[src/rtl/xbar_sel_cfg_pkg.sv]
// Shared types for the crossbar select-map configuration stage: FSM states,
// a wide select-entry type and the identity-map helper used for reset values.
package xbar_pkg;

   typedef enum logic [1:0] {
      IDLE  = 2'd0,
      CHECK = 2'd1,
      APPLY = 2'd2
   } xbar_cfg_state_e;

   // Widest select entry supported; modules narrow it to $clog2(NumElem).
   localparam int unsigned XbarSelMaxW = 8;
   typedef logic [XbarSelMaxW-1:0] sel_wide_t;

   function automatic sel_wide_t identity_entry(input int unsigned idx);
      return sel_wide_t'(idx);
   endfunction

endpackage

[src/rtl/xbar_sel_cfg_if.sv]
// Configuration port of xbar_sel_cfg: write/commit handshake, status pulses
// and the active select map that feeds the crossbar.
interface xbar_sel_cfg_if #(
   parameter int unsigned NumElem = 6
);
   localparam int unsigned SelWidth = $clog2(NumElem);

   logic                               wr_valid_i;
   logic                               wr_ready_o;
   logic [SelWidth-1:0]                wr_dest_i;
   logic [SelWidth-1:0]                wr_src_i;
   logic                               commit_i;
   logic [NumElem-1:0][SelWidth-1:0]   select_o;
   logic                               busy_o;
   logic                               wr_err_o;
   logic                               commit_done_o;
   logic                               commit_err_o;

   modport master (
      output wr_valid_i, wr_dest_i, wr_src_i, commit_i,
      input  wr_ready_o, select_o, busy_o, wr_err_o, commit_done_o, commit_err_o
   );

   modport slave (
      input  wr_valid_i, wr_dest_i, wr_src_i, commit_i,
      output wr_ready_o, select_o, busy_o, wr_err_o, commit_done_o, commit_err_o
   );
endinterface

[src/rtl/xbar_sel_cfg_perm_chk.sv]
// Permutation checker: scans one shadow entry per cycle and flags a repeated source.
// Compiled only when XBAR_CFG_PERM_CHECK_EN is defined.
`ifdef XBAR_CFG_PERM_CHECK_EN
module xbar_cfg_perm_chk
   import xbar_pkg::*;
#(
   parameter int unsigned NumElem = 6
) (
   input  logic                                     clk_i,
   input  logic                                     rst_i,
   input  logic                                     start_i,
   input  logic [NumElem-1:0][$clog2(NumElem)-1:0]  shadow_i,
   output logic                                     done_o,
   output logic                                     err_o
);
   localparam int unsigned SelWidth = $clog2(NumElem);

   logic                 run_q;
   logic [SelWidth-1:0]  idx_q;
   logic [NumElem-1:0]   used_q;
   logic                 dup_q;
   logic [SelWidth-1:0]  entry;
   logic                 hit;
   logic                 last;

   assign entry = shadow_i[idx_q];
   assign hit   = used_q[entry];
   assign last  = (idx_q == SelWidth'(NumElem - 1));

   always_ff @(posedge clk_i or posedge rst_i) begin
      if (rst_i) begin
         run_q  <= 1'b0;
         idx_q  <= '0;
         used_q <= '0;
         dup_q  <= 1'b0;
      end else if (start_i) begin
         run_q  <= 1'b1;
         idx_q  <= '0;
         used_q <= '0;
         dup_q  <= 1'b0;
      end else if (run_q) begin
         used_q[entry] <= 1'b1;
         dup_q         <= dup_q | hit;
         idx_q         <= idx_q + 1'b1;
         if (last) begin
            run_q <= 1'b0;
         end
      end
   end

   // The last entry's own collision is folded in combinationally.
   assign done_o = run_q && last;
   assign err_o  = dup_q || hit;

endmodule
`endif

[src/rtl/xbar_sel_cfg.sv]
// Shadow/active select-map stage for the crossbar; commits apply atomically.
// Optional permutation check before apply: define XBAR_CFG_PERM_CHECK_EN.
module xbar_sel_cfg
   import xbar_pkg::*;
#(
   parameter int unsigned NumElem = 6
) (
   input logic            clk_i,
   input logic            rst_i,
   xbar_sel_cfg_if.slave  cfg
);
   localparam int unsigned SelWidth = $clog2(NumElem);
   typedef logic [SelWidth-1:0] sel_t;
   typedef sel_t [NumElem-1:0]  map_t;

   xbar_cfg_state_e state_q, state_d;
   map_t            shadow_q, active_q, ident;
   logic            wr_err_q, done_q;
   logic            wr_ready, busy;
   logic            wr_fire, wr_in_range, commit_fire;

   for (genvar gi = 0; gi < NumElem; gi++) begin : g_ident
      assign ident[gi] = sel_t'(identity_entry(gi));
   end

   assign wr_fire     = cfg.wr_valid_i && wr_ready;
   assign commit_fire = cfg.commit_i && wr_ready;
   assign wr_in_range = (32'(cfg.wr_dest_i) < NumElem) && (32'(cfg.wr_src_i) < NumElem);

`ifdef XBAR_CFG_PERM_CHECK_EN
   logic chk_done, chk_err;
   logic cerr_q, cerr_d;

   xbar_cfg_perm_chk #(.NumElem(NumElem)) u_perm_chk (
      .clk_i    (clk_i),
      .rst_i    (rst_i),
      .start_i  (commit_fire),
      .shadow_i (shadow_q),
      .done_o   (chk_done),
      .err_o    (chk_err)
   );

   always_ff @(posedge clk_i or posedge rst_i) begin
      if (rst_i) cerr_q <= 1'b0;
      else       cerr_q <= cerr_d;
   end
   assign cfg.commit_err_o = cerr_q;
`else
   assign cfg.commit_err_o = 1'b0;
`endif

   always_ff @(posedge clk_i or posedge rst_i) begin
      if (rst_i) state_q <= IDLE;
      else       state_q <= state_d;
   end

   always_comb begin
      state_d = state_q;
`ifdef XBAR_CFG_PERM_CHECK_EN
      cerr_d  = 1'b0;
`endif
      unique case (state_q)
         IDLE: begin
            if (commit_fire) begin
`ifdef XBAR_CFG_PERM_CHECK_EN
               state_d = CHECK;
`else
               state_d = APPLY;
`endif
            end
         end
         CHECK: begin
`ifdef XBAR_CFG_PERM_CHECK_EN
            if (chk_done) begin
               if (chk_err) begin
                  state_d = IDLE;
                  cerr_d  = 1'b1;
               end else begin
                  state_d = APPLY;
               end
            end
`else
            state_d = IDLE;
`endif
         end
         APPLY:   state_d = IDLE;
         default: state_d = IDLE;
      endcase
   end

   always_comb begin
      wr_ready = 1'b0;
      busy     = 1'b0;
      unique case (state_q)
         IDLE:         wr_ready = 1'b1;
         CHECK, APPLY: busy     = 1'b1;
         default:      ;
      endcase
   end

   // A write in the commit cycle lands in shadow before the scan/apply reads it.
   always_ff @(posedge clk_i or posedge rst_i) begin
      if (rst_i) begin
         shadow_q <= ident;
         active_q <= ident;
         wr_err_q <= 1'b0;
         done_q   <= 1'b0;
      end else begin
         if (wr_fire && wr_in_range) begin
            shadow_q[cfg.wr_dest_i] <= cfg.wr_src_i;
         end
         if (state_q == APPLY) begin
            active_q <= shadow_q;
         end
         wr_err_q <= wr_fire && !wr_in_range;
         done_q   <= (state_q == APPLY);
      end
   end

   assign cfg.wr_ready_o    = wr_ready;
   assign cfg.busy_o        = busy;
   assign cfg.wr_err_o      = wr_err_q;
   assign cfg.commit_done_o = done_q;
   assign cfg.select_o      = active_q;

endmodule

[src/flat_wrapper.sv]
// flat-port wrapper written by rule: the top's interface ports become plain ports
module xbar_sel_cfg_flat import xbar_pkg::*;
#(
   parameter int unsigned NumElem = 6
)
  (clk_i, rst_i, cfg_wr_valid_i, cfg_wr_dest_i, cfg_wr_src_i, cfg_commit_i, cfg_wr_ready_o, cfg_select_o, cfg_busy_o, cfg_wr_err_o, cfg_commit_done_o, cfg_commit_err_o);
  xbar_sel_cfg_if #(.NumElem(NumElem)) cfg_i ();
  input logic clk_i;
  input logic rst_i;
  input wire logic [$bits(cfg_i.wr_valid_i)-1:0] cfg_wr_valid_i;
  input wire logic [$bits(cfg_i.wr_dest_i)-1:0] cfg_wr_dest_i;
  input wire logic [$bits(cfg_i.wr_src_i)-1:0] cfg_wr_src_i;
  input wire logic [$bits(cfg_i.commit_i)-1:0] cfg_commit_i;
  output wire logic [$bits(cfg_i.wr_ready_o)-1:0] cfg_wr_ready_o;
  output wire logic [$bits(cfg_i.select_o)-1:0] cfg_select_o;
  output wire logic [$bits(cfg_i.busy_o)-1:0] cfg_busy_o;
  output wire logic [$bits(cfg_i.wr_err_o)-1:0] cfg_wr_err_o;
  output wire logic [$bits(cfg_i.commit_done_o)-1:0] cfg_commit_done_o;
  output wire logic [$bits(cfg_i.commit_err_o)-1:0] cfg_commit_err_o;
  assign cfg_i.wr_valid_i = cfg_wr_valid_i;
  assign cfg_i.wr_dest_i = cfg_wr_dest_i;
  assign cfg_i.wr_src_i = cfg_wr_src_i;
  assign cfg_i.commit_i = cfg_commit_i;
  assign cfg_wr_ready_o = cfg_i.wr_ready_o;
  assign cfg_select_o = cfg_i.select_o;
  assign cfg_busy_o = cfg_i.busy_o;
  assign cfg_wr_err_o = cfg_i.wr_err_o;
  assign cfg_commit_done_o = cfg_i.commit_done_o;
  assign cfg_commit_err_o = cfg_i.commit_err_o;
  xbar_sel_cfg #(.NumElem(NumElem)) u_core (.clk_i(clk_i), .rst_i(rst_i), .cfg(cfg_i));
endmodule
[config.mk]
export PLATFORM = sky130hd
export DESIGN_NAME = xbar_sel_cfg_flat
export DESIGN_NICKNAME = d
export VERILOG_FILES = /design/src/rtl/xbar_sel_cfg_pkg.sv /design/src/rtl/xbar_sel_cfg_if.sv /design/src/rtl/xbar_sel_cfg_perm_chk.sv /design/src/rtl/xbar_sel_cfg.sv /design/src/flat_wrapper.sv
export SDC_FILE = /design/constraint.sdc
export NUM_CORES = 1
export LEC_CHECK = 0
export CAP_MARGIN = 20
export CORE_ASPECT_RATIO = 0.6
export CORE_MARGIN = 2
export CORE_UTILIZATION = 40
export CTS_CLUSTER_DIAMETER = 30
export CTS_CLUSTER_SIZE = 30
export DETAILED_ROUTE_END_ITERATION = 10
export PLACE_DENSITY = 0.65
export SLEW_MARGIN = 20
export SYNTH_ARGS = -nofsm -noshare
export SYNTH_HDL_FRONTEND = slang
export SYNTH_SLANG_ARGS = --single-unit
[constraint.sdc]
create_clock -name clk_i -period 2.8 [get_ports clk_i]
set_input_delay 0.28 -clock clk_i [delete_from_list [all_inputs] [get_ports clk_i]]
set_output_delay 0.28 -clock clk_i [all_outputs]
set_load 0.02 [all_outputs]
==> summary.md <==
| Metric | Value |
|---|---|
| Run status | complete, no violations |
| Hold_buf cts | 0 |
| Post-Syn Area per Cell | 16.1 sq um |
| Final WL | 2.62 mm |
| Syn. warnings | 0 |
| Antenna diodes | 0 |
| Yosys reg bits | 39 |
| Clock transition at the registers of the reported paths | 0.08 ns |
| Cell Pwr Density | 874 nW/um^2 |
| Share of the synthesized area in the top cell type | 41.0% |
| Gpl congestion | 0.874 |
| Drc violations | 0 |
| Clock root buffer master | clkbuf_8 |
| # placed instances | 172 |
| Vias per cell | 4.84 |
| Fmax | 506 MHz |
| TritonRoute pass-1 iters | 2 |
| Final instance area | 1980 sq um |
| Die ar. | 4340 sq um |
| Final setup viols | 0 |
| # rows | 17 |
| Slowest stage delay, CP | 0.71 ns |
| Fin crit share | 70.6% |
| Cts bufs inserted | 5 |
| Most frequent cells in the layout | mux2_2, clkdlybuf4s50_1, dfrtp_1 |
| Sequential area share after synthesis | 65.1% |
| Sink Count | 39 |
| Starting Density | 41.7% |
| DP HPWL | 1.86 mm |
| Hold WS | 0.393 ns |
| Die Width | 83.7 microns |
| Rel. slew slack | 63.5% |
| Clock Skew | 0.00902 ns |
| Crit. End Element | output port |
| IO Pins | 33 |
| Area contributors post-synth | dfrtp_1, mux2_2, dfstp_2, nand4b_1, mux2_1 |
| Port Buffers | 31 |
| H-tree levels | 2 |
| CP delay by family, top | buffers and inverters |
| Critical path class | flip-flop to output port |
| WP data required | 2.52 ns |
| Cells after Synth | 95 |
| Slew Viols, Final | 0 |
| Layout cells sized above 1 | 43.6% |
| P_leak | 0.827 nW |
| Worst path arrival time | 1.70 ns |
| Post-CTS sizing | 0 |
| Antenna violations before repair | 0 |
| Sum Neg Setup Slack | 0 ns |
| Worst Max-Slew Pin Slew | 0.548 ns |
| Max stage delay cell, worst path | clkdlybuf4s50_1 |
| CP Max Fanout | 14 |
| Area added between synthesis and finish | 29.6% |
| Place WS | 0.967 ns |
| Cell taking the most area after synthesis | dfrtp_1 |
| Nets@finish | 142 |
| Clock buffer depth | 2 |
| Critical path cell sequence | clkdlybuf4s50_1 |
| Hold WC Path Type | primary input to async pin |
| CTS tree | built |
| Via Count | 872 |
| Setup ws final | 0.824 ns |
| DRT iter0 DRCs | 28 |
| Final cell count without fillers | 180 |
| Max VDD drop | 0.525 mV |
| Global Route Usage Sum | 14.2% |
| First-pass GRT wire length | 4.56 mm |
| Setup repair after global routing missed its margin | no |
| Vias in the first global route | 938 |
| Critical path buffers and inverters | 1 |
| GRT Residual Overflow | 0 |
| Tmin final | 1.98 ns |
| Nature of the critical path startpoint | flip-flop |
| Post-synth cell types | 16 |
| FF-to-FF setup slack | 1.24 ns |
| Postcts setup bufs | 0 |
| Net Count, Synth | 105 |
| Dpl cell area | 1890 sq um |
| Routed Antenna Nets | 0 |
| Worst-Skew Late Latency | 0.29 ns |
| Synthesized cell area | 1530 sq um |
| Largest net degree at the start of global routing | 40 |
| Avg WL per Cell | 14.6 microns |
| Core area | 3660 sq um |
| Most common cell after layout, fill and taps aside | mux2_2 |
| Die H | 51.8 microns |
| Final Hold Viols | 0 |
| Maxcap violations | 0 |
## flip-flops by register name, indices dropped and copies added (netlist names)
register and count:
u_core.state_q 1, u_core.cfg.select_o 18, u_core.cfg.commit_done_o 1, u_core.cfg.wr_err_o 1, u_core.shadow_q 18
## power by group
| group | leakage [nW] | internal, mW | switching [mW] |
|---|---|---|---|
| sequential | 0.455 | 0.767 | 0.0831 |
| combinational | 0.330 | 0.291 | 0.222 |
| clock | 0.0412 | 0.174 | 0.191 |
## synth_stat cells
cell type	n
nor2b_1	2
dfstp_2	14
nand4_1	3
a21boi_0	1
nor2_1	1
conb_1	1
dfrtp_1	25
buf_2	2
mux2_1	2
nor2b_4	1
mux2_2	34
nand2_1	2
and2b_1	1
nand4b_1	3
inv_1	2
buf_4	1
## kinds of logic (layout without fill, tap and decap cells)
| group | Yosys count | in the layout | share of synthesized area [%] |
|---|---|---|---|
| AND/OR/NAND/NOR | 13 | 13 | 5.91 |
| AO/OA/AOI/OAI | 1 | 1 | 0.492 |
| flip-flops | 39 | 39 | 65.1 |
| other | 1 | 1 | 0.246 |
| buffers and inverters | 5 | 43 | 1.64 |
| multiplexers | 36 | 36 | 26.6 |
## per-stage QoR
step | total power [mW] | utilization (%)
after CTS | 1.75 | 54.0
after detailed placement | 1.38 | 51.7
after floorplan | 1.13 | -
after global routing | 1.83 | 54.0
after global placement | 1.37 | 51.7
final | 1.73 | 54.0
## path summary, 6_finish.rpt
| kind | startpoint | endpoint | cells past startpoint |
|---|---|---|---|
| max in group asynchronous | rst_i | u_core.cfg.select_o[15]$_DFFE_PP1P_ | 3 |
| worst max-delay path | u_core.state_q[1]$_DFFE_PP0P_ | cfg_busy_o | 1 |
| min in group clk_i | u_core.shadow_q[11]$_DFFE_PP0P_ | u_core.shadow_q[11]$_DFFE_PP0P_ | 1 |
| worst max register to register | u_core.state_q[1]$_DFFE_PP0P_ | u_core.shadow_q[12]$_DFFE_PP0P_ | 3 |
| worst min register to register | u_core.shadow_q[11]$_DFFE_PP0P_ | u_core.shadow_q[11]$_DFFE_PP0P_ | 1 |
| worst min-delay path | rst_i | u_core.cfg.select_o[5]$_DFFE_PP0P_ | 3 |
## final cells by class
class                           count  area, sq um
Multi-Input combinational cell     51          507
Timing Repair Buffer               33          325
Sequential cell                    39          993
Fill cell                         315         1680
Tap cell                           47         58.8
Clock inverter                      2         12.5
Inverter                            2         7.51
Clock buffer                        6         72.6
## per-layer routing
layer  vias to the layer above  GRT usage, %  share of wire, %
met5                         -             0                 0
met4                         0          5.65               1.5
met2                        24          21.5                43
met1                       433          18.8                50
met3                         5          5.08               6.0
li1                        410             -                 -
Note: power is estimated with default switching activity, not from simulation.
